<file path="config.mk">
export PLATFORM = sky130hd
export DESIGN_NAME = split_check_sequencer
export DESIGN_NICKNAME = d
export VERILOG_FILES = /design/src/rtl/split_check_sequencer.sv
export SDC_FILE = /design/constraint.sdc
export NUM_CORES = 1
export LEC_CHECK = 0
export ABC_CLOCK_PERIOD_IN_PS = 3200
export CORE_UTILIZATION = 35
export CTS_CLUSTER_SIZE = 14
export DETAILED_ROUTE_END_ITERATION = 8
export GPL_TIMING_DRIVEN = 0
export PLACE_DENSITY_LB_ADDON = 0.2
export REMOVE_ABC_BUFFERS = 1
export SLEW_MARGIN = 20
export SYNTH_ARGS = -nofsm -noshare
export SYNTH_HDL_FRONTEND = slang
export SYNTH_SLANG_ARGS = --single-unit
export TNS_END_PERCENT = 20
</file>
<file path="constraint.sdc">
create_clock -name clk -period 3.2 [get_ports clk]
set_clock_uncertainty 0.2 [all_clocks]
set_input_delay 0.32 -clock clk [delete_from_list [all_inputs] [get_ports clk]]
set_output_delay 0.32 -clock clk [all_outputs]
set_load 0.01 [all_outputs]
</file>
<file path="src/rtl/split_check_sequencer.sv">
// split_check_sequencer
//
// Purpose: sequences the constraint-split checkers of the candidate-validation
// stage. For each solve it requests a candidate from the generator and walks
// split checkers 0..NUM_SPLITS-1 in order through an external select mux. The
// first failing split rejects the candidate, and a fresh one is requested.
// This repeats until every split passes, the attempt budget runs out, or the
// solve is aborted.
//
// Ports:
//   clk, rst       rising-edge clock; asynchronous active-high reset
//   start          single-cycle solve request, accepted only in IDLE
//   max_tries      attempt budget sampled on accepted start (0 = unlimited)
//   abort          ends the current solve with a fail result
//   busy           high from the cycle after start through the done cycle
//   cand_req       candidate request, held until cand_vld
//   cand_vld       generator acknowledge
//   split_sel      index of the split checker being evaluated
//   split_vld      one-cycle evaluate strobe for split_sel
//   split_res_vld  checker result strobe
//   split_res      1 = split satisfied
//   done           one-cycle completion pulse
//   pass           result of the last solve
//   fail_idx       index of the most recent failing split
//   tries          candidates consumed, saturating at all-ones
module split_check_sequencer #(
  parameter int NUM_SPLITS = 64,
  parameter int IDX_W      = 6,
  parameter int TRY_W      = 16
) (
  input  logic             clk,
  input  logic             rst,
  input  logic             start,
  input  logic [TRY_W-1:0] max_tries,
  input  logic             abort,
  output logic             busy,
  output logic             cand_req,
  input  logic             cand_vld,
  output logic [IDX_W-1:0] split_sel,
  output logic             split_vld,
  input  logic             split_res_vld,
  input  logic             split_res,
  output logic             done,
  output logic             pass,
  output logic [IDX_W-1:0] fail_idx,
  output logic [TRY_W-1:0] tries
);

  typedef enum logic [2:0] {IDLE, REQ, ISSUE, WAIT, DONE} state_t;

  localparam logic [IDX_W-1:0] LAST_IDX = IDX_W'(NUM_SPLITS - 1);

  state_t           state;
  logic [IDX_W-1:0] idx;
  logic [TRY_W-1:0] budget;
  logic [TRY_W-1:0] tries_inc;
  logic             budget_spent;

  // The attempt counter sticks at all-ones so an unlimited solve never wraps.
  assign tries_inc    = (tries == '1) ? tries : tries + TRY_W'(1);
  // A zero budget means unlimited retries.
  assign budget_spent = (budget != '0) && (tries >= budget);

  // Decoded straight from the state register so neither strobe has a
  // combinational path from any input.
  assign cand_req  = (state == REQ);
  assign split_vld = (state == ISSUE);
  assign split_sel = idx;

  // Main controller. Abort is checked before any handshake in the active
  // states so that a coincident cand_vld or split_res_vld is dropped.
  always_ff @(posedge clk or posedge rst) begin
    if (rst) begin
      state    <= IDLE;
      idx      <= '0;
      budget   <= '0;
      tries    <= '0;
      pass     <= 1'b0;
      fail_idx <= '0;
      busy     <= 1'b0;
      done     <= 1'b0;
    end else begin
      done <= 1'b0;
      case (state)
        IDLE: begin
          if (start) begin
            state    <= REQ;
            busy     <= 1'b1;
            tries    <= '0;
            pass     <= 1'b0;
            fail_idx <= '0;
            budget   <= max_tries;
          end
        end
        REQ: begin
          if (abort) begin
            pass  <= 1'b0;
            done  <= 1'b1;
            state <= DONE;
          end else if (cand_vld) begin
            tries <= tries_inc;
            idx   <= '0;
            state <= ISSUE;
          end
        end
        ISSUE: begin
          if (abort) begin
            pass  <= 1'b0;
            done  <= 1'b1;
            state <= DONE;
          end else begin
            state <= WAIT;
          end
        end
        WAIT: begin
          if (abort) begin
            pass  <= 1'b0;
            done  <= 1'b1;
            state <= DONE;
          end else if (split_res_vld) begin
            if (split_res) begin
              if (idx == LAST_IDX) begin
                pass  <= 1'b1;
                done  <= 1'b1;
                state <= DONE;
              end else begin
                idx   <= idx + IDX_W'(1);
                state <= ISSUE;
              end
            end else begin
              fail_idx <= idx;
              if (budget_spent) begin
                pass  <= 1'b0;
                done  <= 1'b1;
                state <= DONE;
              end else begin
                state <= REQ;
              end
            end
          end
        end
        DONE: begin
          busy  <= 1'b0;
          state <= IDLE;
        end
        default: begin
          busy  <= 1'b0;
          state <= IDLE;
        end
      endcase
    end
  end

endmodule

</file>
Word-level counts from Yosys, hierarchy flattened

Cells that the tools add are included.

Register bits: 50
Latch bits: 0
Memory bits (writable): 0
Memory bits (read-only): 0
Bits of input ports: 23
Output and inout bits: 33
Memories kept: 0

Add/sub/neg operators: 2
$mul: 0
Divide/modulo/power cells: 0
Order comparisons: 1
Equality and inequality tests: 19
Shifts and indexed selects: 0
Mux-type cells: 44
Bitwise logic cells: 1
Reductions and logical operators: 16

Operator list:

| cell                                          | count |
|---|---|
| two-way mux 16 bit                            | 4 |
| two-way mux 6 bit                             | 10 |
| one-hot mux 16 bit (2 select lines)           | 1 |
| two-way mux 3 bit                             | 9 |
| one-hot mux 6 bit (2 select lines)            | 2 |
| adder 16 x 1 -> 16 bit, second input constant | 1 |
| == test 16 bit, second input constant         | 1 |
| greater-or-equal comparator 16 bit            | 1 |
| != test 2 bit, second input constant          | 8 |
| nonzero test 16 bit                           | 1 |
| two-way mux 1 bit                             | 14 |
| one-hot mux 3 bit (4 select lines)            | 1 |
| AND reduction 5 bit                           | 2 |
| != test 4 bit, second input constant          | 2 |
| AND reduction 7 bit                           | 1 |
| adder 6 x 1 -> 6 bit, second input constant   | 1 |
| == test 3 x 2 -> 1 bit, second input constant | 2 |
| == test 6 bit, second input constant          | 1 |
| AND reduction 6 bit                           | 1 |
| nonzero test 2 bit                            | 3 |
| != test 2 x 1 -> 1 bit, second input constant | 2 |
| one-hot mux 1 bit (2 select lines)            | 2 |
| AND reduction 2 bit                           | 2 |
| == test 3 x 1 -> 1 bit, second input constant | 1 |
| 10 further kinds                              | 10 |

Depth between registers and ports, before layout

Gate-level depths: netlist of the first run.

Depth after elaboration: 7
Depth in mapped cells: 8
Gate-level depth less buffers: 7

Worst setup path after synthesis of the first run

OpenSTA, ideal clock, no wires.

Path kind: flip-flop to flip-flop
Start: register tries[0]
End: register done
Data arrival time: 1683 ps
Data required time: 2882 ps
Slack: 1199 ps
Stages on the path, launching flop included: 8
Buffers on the path: 0
Clock period less this slack: 2001 ps
Cell sequence: dfrtp_1 inv_1 ha_1 nand2b_1 a2111o_1 o211ai_1 o211ai_1 a21o_1

Longest elaborated chain between the ends: 7

Ends and longest elaborated chain:

| what                               | line | source |
|---|---|---|
| start, declared                    | 46   | `output logic [TRY_W-1:0] tries` |
| start signal, assigned             | 101  | `tries <= tries_inc;` |
| greater-or-equal comparator 16 bit | 62   | `assign budget_spent = (budget != '0) && (tries >= budget);` |
| logical AND 1 bit                  | 62   |  |
| two-way mux 1 bit                  | 132  | `if (budget_spent) begin` |
| two-way mux 1 bit                  | 121  | `if (split_res) begin` |
| two-way mux 1 bit                  | 120  | `end else if (split_res_vld) begin` |
| two-way mux 1 bit                  | 116  | `if (abort) begin` |
| one-hot mux 1 bit (2 select lines) | 84   | `case (state)` |
| end signal, assigned               | 83   | `done <= 1'b0;` |
| end signal, assigned               | 118  | `done <= 1'b1;` |
| end signal, assigned               | 124  | `done <= 1'b1;` |
| end, declared                      | 43   | `output logic done,` |

Every way passes these cells.
A chain may end at the register's enable or synchronous reset.

Final worst setup path of the first run

Start: register state[1]
End: output port cand_req

Longest elaborated chain between the ends: 1

Ends and longest elaborated chain:

| what                   | line | source |
|---|---|---|
| start, declared        | 53   | `state_t state;` |
| start signal, assigned | 74   | `state <= IDLE;` |
| start signal, assigned | 87   | `state <= REQ;` |
| start signal, assigned | 99   | `state <= DONE;` |
| == test 3 x 1 -> 1 bit | 66   | `assign cand_req = (state == REQ);` |
| end, declared          | 37   | `output logic cand_req,` |

Every way passes these cells.

==> out/metrics.cfg, run 1 <==
[yosys]
synth_top_cell_by_area = dfrtp_1
synth_warnings = 0
synth-edff-count = 0
synth_area_leaders = dfrtp_1 (42%), ha_1 (7.6%), nand2_1 (6.9%)
seq_area_frac_synth_pct = 42.4
ys.flop_type = dfrtp_1
ys_types = 49
synth_top_area_share_pct = 42.4
syn-cell-area_sq_mm = 0.00295
async_flop_share_pct = 100
synth.avg_cell_area_sq_um = 8.87
synth_cells = 333
ys_seq_elements = 50

[setup_path]
crit_slowest_cell = clkdlybuf4s50_1
setup.worst_path.start = state[1]
startpoint_type = flip-flop
arrival_ns = 1.96
r2r_end = fail_idx[0]
path_max_fanout = 12
endpoint_kind = primary output
r2r_start = state[1]
path_class = flip-flop to primary output
worstPathCellList = or3b_1, inv_1, clkdlybuf4s50_1
critPathMaxStageDelay_ns = 0.55
endpoint = cand_req
crit_required_ns = 2.68
r2r_setup_slack_ns = 0.81
rr_worst_depth = 5

[placed_design]
dp.final_hpwl_um = 5410
placed_cell_area_sq_mm = 0.00361
place.gp.congestion = 0.864
dp.cells = 481
port_buffers = 55

[sta]
hold_viol_final = 0
final.min_clock_period_ns = 2.48
slew_violations = 0
timing.final.crit_share_pct = 77.5
slew_headroom_pct = 51.9
setup_violations = 0
fmax_mhz = 403
worst_pin_slew_ns = 0.716
rsz0062_at_grt = false

[clocking]
cts_root_buf = clkbuf_8
postCtsHoldBufs = 0
clkLatencyLatePin_ns = 0.31
cts.path.max_buffers = 2
htreeDepth = 2
cts_resized = 0
cts_made_buffers = 5
clock-sinks = 50
cts_tree = yes
postCtsSetupRepairBufs = 0
path_clk_slew_ns = 0.10

[drt]
drt_iter0_drc = 103
avgViaCountPerCell = 5.30
ant_nets = 0
num_vias = 2591
avgRoutedWirePerCell_um = 14.8
wirelength_um = 7230
drc = 0
first_pass_iters = 4

[cells_and_area]
drive_gt1_share_pct = 6.77
area_delta_synth_final_pct = 25.6
nets = 424
fin_cells = 489
final_cell_area_sq_mm = 0.00371
diodes = 0

[status]
status = completed

[power_and_ir_drop]
cellInternalPower_mw = 1.34
ir_drop_uv = 265
pwr-share-clk_pct = 18.5
switching_power_mw = 0.845
leakagePower_nw = 1.55
switching_share_pct = 38.7
pwr-share-seq_pct = 41.6
p_total_mw = 2.18
comb_power_share_pct = 39.9
p_per_area_mw_per_mm2 = 589

[global_route]
grt_use_total_pct = 17.8
grt_pass1_vias = 2442
grt.met3_usage_pct = 3.48
antenna_found_initial = 0
met2_usage_pct = 29.9
grt_pass1_wl_um = 12000
grt.busiest_layer = met2
overflow = 0
grt_max_degree = 32
met1_usage_pct = 23.2

[floorplanning]
start_util_pct = 36.1
core_area_sq_mm = 0.00818
die_x_um = 93.9
top_level_ports = 56
rows = 33
fp.dieH_um = 93.9
die_area_sq_mm = 0.00881

[worst_hold_path]
holdCritPathClass = primary input to async pin

[run]
cap_viol_max_count = 0

-- Yosys cell counts, types with 3 or more instances --
| cell | count |
|---|---|
| nand2_1 | 54 |
| nor2_1 | 13 |
| or3_1 | 5 |
| o21ai_0 | 36 |
| o21a_1 | 4 |
| a21o_1 | 3 |
| nand4_1 | 7 |
| ha_1 | 18 |
| buf_2 | 6 |
| clkbuf_1 | 6 |
| nor4_1 | 6 |
| xnor2_1 | 5 |
| o31ai_1 | 7 |
| nor3_1 | 11 |
| nor3b_1 | 3 |
| dfrtp_1 | 50 |
| mux2i_1 | 4 |
| nand3_1 | 8 |
| o211ai_1 | 5 |
| inv_1 | 23 |
| a21oi_1 | 16 |
| or4_1 | 7 |
| or2_2 | 5 |
-- layer usage --
| layer | part of all wire [%] | wire length (um) | up-vias |
|---|---|---|---|
| li1 | - | - | 1291 |
| met1 | 45 | 3270 | 1226 |
| met4 | 1.5 | 105 | 0 |
| met3 | 4.2 | 304 | 10 |
| met2 | 49 | 3560 | 64 |
| met5 | 0 | 0 | - |
-- cells by family (layout without fill, tap and decap cells) --
group | count (synthesis) | after routing | share of synthesized area [%]
muxes | 4 | 4 | 1.36
DFF | 50 | 50 | 42.4
AOI/OAI and AO/OA | 82 | 82 | 17.2
and+or+nand+nor | 137 | 137 | 24.6
adders and majority gates | 18 | 18 | 7.63
xor gates and xnor gates | 5 | 5 | 1.48
buffers and inverters | 37 | 88 | 5.34
-- power by group through the flow --
stage	logic [mW]	registers (mW)	clock network [mW]
2_1_floorplan	0.555	0.900	0
6_report	0.871	0.908	0.404
5_1_grt	1.00	0.933	0.432
3_3_place_gp	0.827	0.921	0
4_1_cts	0.888	0.912	0.411
3_5_place_dp	0.885	0.922	0
-- worst min-delay path by stage --
stage | from | endpoint | slack (ns) | cells past startpoint
after floorplan | split_res | state[0] | 0.22 | 1
after global placement | fail_idx[2] | fail_idx[2] | 0.27 | 2
after detailed placement | fail_idx[1] | fail_idx[1] | 0.27 | 2
after CTS | rst | budget[12] | 0.18 | 2
after global routing | rst | budget[12] | 0.21 | 2
final | rst | budget[12] | 0.16 | 2
-- worst max-delay path, delay by kind of cell, from the launching register on --
kind / cells / cell delay [ns]
buf+inv: 2 / 0.68
flops: 1 / 0.52
simple gates: 1 / 0.46
-- final cells by class --
class                   count  area [sq um]
flip-flops and latches     50          1250
multi-input cells         246          1550
fillers                   831          4470
inverters                  23          86.3
well taps                 105           131
repair buffers             57           598
clock inverters             2          12.5
clock buffers               6          82.6
-- registers in the layout (all words and copies together), names as in the netlist --
signal	count
split_sel	6
pass	1
state	3
fail_idx	6
budget	16
tries	16
busy	1
done	1
-- placed cells by master, fill, tap and decap left out, types with 6 or more instances in the layout --
cell type / instances
o21ai_0: 35
dfrtp_1: 50
ha_1: 18
a21oi_1: 16
clkbuf_8: 6
nor2_1: 13
o31ai_1: 7
nand2_1: 54
nor3_1: 11
clkdlybuf4s50_1: 55
nand3_1: 8
nor4_1: 6
nand4_1: 7
or4_1: 7
inv_1: 22
-- through the flow --
stage / util, % / hold slack (ns) / setup TNS (ns) / worst slack [ns]
after floorplan: - / 0.220 / 0 / 0.660
after global placement: 43.6 / 0.265 / -2.78 / -0.469
after detailed placement: 44.2 / 0.271 / 0 / 0.200
after CTS: 45.3 / 0.179 / 0 / 0.412
after global routing: 45.3 / 0.208 / 0 / 0.544
final: 45.3 / 0.162 / 0 / 0.720
Note: power is estimated with default switching activity, not from simulation.
==> inputs of run 2 (changes only) <==
ABC_CLOCK_PERIOD_IN_PS = 2300   (was 3200)
clock period = 2.3 ns   (was 3.2 ns; I/O delays follow)
==> out/metrics.cfg, run 2 (synthesis gave the netlist of run 1 again) <==
[power_and_ir_drop]
leakagePower_nw = 1.55
p_per_area_mw_per_mm2 = 821
ir_drop_uv = 369

[drt]
ant_nets = 0
wirelength_um = 7280
num_vias = 2604
drt_iter0_drc = 102
avgRoutedWirePerCell_um = 14.9
avgViaCountPerCell = 5.31
first_pass_iters = 4
drc = 0

[global_route]
grt_pass1_wl_um = 12000
grt_max_degree = 32
grt_use_total_pct = 17.8
overflow = 0
antenna_found_initial = 0
grt_pass1_vias = 2440

[worst_hold_path]
holdCritPathClass = primary input to async pin

[floorplanning]
fp.dieH_um = 93.9
rows = 33
top_level_ports = 56
die_x_um = 93.9
core_area_sq_mm = 0.00818
start_util_pct = 36.1
die_area_sq_mm = 0.00881

[setup_path]
endpoint = tries[9]
startpoint_type = flip-flop
r2r_start = tries[0]
endpoint_kind = flip-flop
crit_required_ns = 2.34
arrival_ns = 2.21
rr_worst_depth = 7
setup.worst_path.start = tries[0]
path_max_fanout = 16
r2r_end = tries[9]
r2r_setup_slack_ns = 0.13
path_class = flip-flop to flip-flop

[sta]
slew_violations = 0
timing.final.crit_share_pct = 94.4
setup_violations = 0
tns_ns = 0
rsz0062_at_grt = true
setup_ws_ns = 0.129
hold_viol_final = 0
final.min_clock_period_ns = 2.17
slew_headroom_pct = 64.4
fmax_mhz = 461
worst_pin_slew_ns = 0.533

[placed_design]
preCtsSetupSlack_ns = -0.610
port_buffers = 55
dp.final_hpwl_um = 5410
place.gp.congestion = 0.864

[clocking]
htreeDepth = 2
clkLatencyLatePin_ns = 0.31
cts_root_buf = clkbuf_8
clock-sinks = 50
path_clk_slew_ns = 0.10
postCtsHoldBufs = 0
cts_made_buffers = 5
cts.path.max_buffers = 2
cts_tree = yes

[cells_and_area]
top_regs = budget x16, tries x16
final_cell_mix = nand2_1 (54), clkdlybuf4s50_1 (54), dfrtp_1 (47), o21ai_0 (35), inv_1 (22)
drive_gt1_share_pct = 8.31
nets = 425
area_delta_synth_final_pct = 26.2
diodes = 0

[run]
cap_viol_max_count = 0

[status]
status = completed

[run 2: repair_timing]
action,CTS,global route
resized for setup,6,1
setup buffers,0,1
setup endpoints to repair,7,4
[run 2: worst min path at each step]
stage | start | endpoint | slack, ns | cells past startpoint
floorplan | split_res | state[0] | 0.13 | 1
CTS | rst | budget[12] | 0.09 | 2
detailed placement | fail_idx[1] | fail_idx[1] | 0.27 | 2
global route | rst | budget[12] | 0.12 | 2
global placement | fail_idx[2] | fail_idx[2] | 0.27 | 2
finish | rst | budget[12] | 0.07 | 2
[run 2: critical path, cell delays in order, from the launching register on]
cell and delay [ns]:
dfrtp_1 0.42, buf_4 0.15, ha_1 0.25, nand3_2 0.11, nor4_4 0.07, o21a_4 0.26, or4_1 0.47, a21oi_1 0.15
[run 2: through the flow]
step,hold WS (ns),total power [mW],area [sq um],util (%),cells
3_5_place_dp,0.271,2.51,3610,44.2,481
4_1_cts,0.0886,3.08,3710,45.4,489
2_1_floorplan,0.130,2.02,2880,-,319
6_report,0.0729,3.06,3730,45.6,490
3_3_place_gp,0.265,2.43,3560,43.6,479
5_1_grt,0.118,3.31,3730,45.6,490
[run 2: final cells by class]
cell class / count / area [sq um]
Clock inverter: 2 / 12.5
Sequential cell: 50 / 1250
Clock buffer: 6 / 82.6
Timing Repair Buffer: 58 / 604
Inverter: 23 / 86.3
Multi-Input combinational cell: 246 / 1550
Tap cell: 105 / 131
Fill cell: 825 / 4450
[run 2: metal layers]
| metal | global-route usage, % | up-vias | share of wire (%) |
|---|---|---|---|
| li1 | - | 1291 | - |
| met1 | 23.2 | 1235 | 45 |
| met2 | 30.0 | 68 | 49 |
| met3 | 3.48 | 10 | 4.2 |
| met4 | 4.74 | 0 | 1.4 |
| met5 | 0 | - | 0 |
[run 2: power by group]
| group | total [mW] | switching [mW] | internal, mW |
|---|---|---|---|
| clock network | 0.562 | 0.319 | 0.243 |
| registers | 1.27 | 0.182 | 1.08 |
| logic | 1.23 | 0.681 | 0.547 |
==> RTL edit, RTL diff (config.mk and constraints of run 2) <==
Register the outputs `cand_req` and `split_vld`, with the module's reset; this adds one clock of latency there. The other outputs are not delayed to match. Comments in the files are not updated.
--- a/src/rtl/split_check_sequencer.sv
+++ b/src/rtl/split_check_sequencer.sv
@@ -63,8 +63,15 @@
 
   // Decoded straight from the state register so neither strobe has a
   // combinational path from any input.
-  assign cand_req  = (state == REQ);
-  assign split_vld = (state == ISSUE);
+  always_ff @(posedge clk or posedge rst) begin
+    if (rst) begin
+      cand_req  <= '0;
+      split_vld <= '0;
+    end else begin
+      cand_req  <= (state == REQ);
+      split_vld <= (state == ISSUE);
+    end
+  end
   assign split_sel = idx;
 
   // Main controller. Abort is checked before any handshake in the active
Function: changed (Yosys sat finds a counterexample within 4 cycles, from zero or initial values and one cycle with rst high).
==> RTL edit against run 2 <==
Power up 4.6%. Wire length is 1.0% higher. Critical path depth unchanged. Worst setup slack worse by 0.088 ns. Maximum frequency is 3.9% lower. Synthesized area is 1.1% lower. Cell area increased by 4.7%. Sequential cell count rose by 2. Largest cell class unchanged.
==> RTL edit: results (changes against run 2) <==
| Metric | Value |
|---|---|
| Status | completed |
| Largest net degree at the start of global routing | 53 (+66%) |
| Peak VDD IR | 374.9 uV (+1.7%) |
| Sequential-to-total area share from yosys stat | 0.4456 (+0.02186) |
| Slack of the worst reg-to-reg path | 0.04 ns (-0.09 ns) |
| Worst slew margin | 0.5765 (-0.06755) |
| Hold slack | 0.1507 ns (+0.07777 ns) |
| Final nets | 434 (+2.1%) |
| Vias per cell | 5.345 (+0.57%) |
| Static leakage | 1.634 nW (+5.2%) |
| DR iter-0 viols | 100 (-2.0%) |
| Crit path max-delay family | compound AO/OA/AOI/OAI gates |
| Hpwl dp | 5217 um (-3.7%) |
| Slowest cell on crit path | dfrtp_1 |
| Gr usage total | 0.1782 (+0.0003371) |
| Placed instance count | 472 (-1.9%) |
| First-pass GRT wire length | 12130 um (+0.81%) |
| R2R cell count | 7 (unchanged) |
| CP peak stage delay | 0.43 ns (-0.04 ns) |
| Layout cells sized above 1 | 0.1396 (+0.05648) |
| Most instantiated cells after synthesis | dfrtp_1 (52), nand2_1 (49), o21ai_0 (34) |
| FFs w/ async S/R, synth | 1.000 (unchanged) |
| Non-Filler Instances | 496 (+1.2%) |
| Worst-path clk slew | 0.11 ns |
| H-tree lvl count | 2 (unchanged) |
| Biggest regs | budget (16), tries (16) |
| Routed WL per cell | 14.84 um (-0.18%) |
| GP Congestion | 0.8629 (-0.17%) |
| Vias in the first global route | 2481 (+1.7%) |
| Crit Path Max Fanout | 5 (-11) |
| Critical Path AT | 2.27 ns (+0.06 ns) |
| Count of cell types in the netlist | 53 (+8.2%) |
| Skew-Pair Late Insertion Delay | 0.31 ns (about the same) |
| Reg2reg end | done$_DFF_PP0_ |
| Synth top area cells | dfrtp_1 (45%), ha_1 (7.7%), nand2_1 (6.3%) |
| Avg Inst Size Synth | 9.069 um2 (+2.3%) |
==> RTL edit: cell count changes in the layout (fill, tap and decap cells not counted), sizes merged, moves of 3 or more <==
cell,delta
xnor2,-4
nand2,-4
o21bai,+3
nor3,-6
o21a,-4
nor2,+4
buf,+17
or2,-5
nand3b,+4
==> RTL edit: layer usage <==
layer / share of wire / routed length [um] / global-route usage
met5: 0 / 0 / 0
met4: 0.011 / 82 / 0.05000
met3: 0.042 / 306 / 0.03333
met2: 0.48 / 3557 / 0.3002
met1: 0.46 / 3413 / 0.2331
==> RTL edit: final cells by class <==
class,instances,area (um2)
fillers,777,3988
repair buffers,76,710.7
flip-flops and latches,52,1314
well taps,102,127.6
clock inverters,3,27.53
multi-input cells,238,1574
clock buffers,5,68.82
inverters,20,77.57
==> RTL edit: timing repair <==
| action | in CTS | in global routing |
|---|---|---|
| gates cloned | 0 | 0 |
| gates resized for setup | 11 | 19 |
| pin swaps | 4 | 5 |
| setup endpoints to repair | 30 | 32 |
| buffers inserted | 7 | 9 |
==> RTL edit: power by group <==
part           internal, mW  switching [mW]
clock                 0.224           0.329
sequential             1.12           0.176
combinational         0.647           0.700
total                  1.99            1.20
==> RTL edit: worst max path at each step <==
stage,to,slack [ns],cells after the start
after floorplan,fail_idx[0]$_DFFE_PP0P_,-3.05,4
after global placement,fail_idx[1]$_DFFE_PP0P_,-6.05,4
after detailed placement,tries[13]$_DFFE_PP0P_,-0.45,6
after CTS,state[0]$_DFFE_PP0P_,-0.03,6
after global routing,done$_DFF_PP0_,-0.14,7
final,done$_DFF_PP0_,0.04,7
==> RTL edit: cell families after synthesis <==
logic type                 synth area share
and+or+nand+nor                      0.2378
muxes                               0.01071
buffers and inverters               0.04327
adders and majority gates           0.07712
xor gates and xnor gates           0.008999
DFF                                  0.4456
AOI/OAI and AO/OA                    0.1765
==> RTL edit: per-stage QoR <==
| stage | setup slack, ns | area [um2] | TNS [ns] |
|---|---|---|---|
| 2_1_floorplan | -3.049 | 2869 | -84.98 |
| 3_3_place_gp | -6.053 | 3547 | -197.06 |
| 3_5_place_dp | -0.4525 | 3583 | -6.176 |
| 4_1_cts | -0.03247 | 3774 | -0.1042 |
| 5_1_grt | -0.1410 | 3900 | -0.6385 |
| 6_report | 0.04080 | 3900 | 0 |
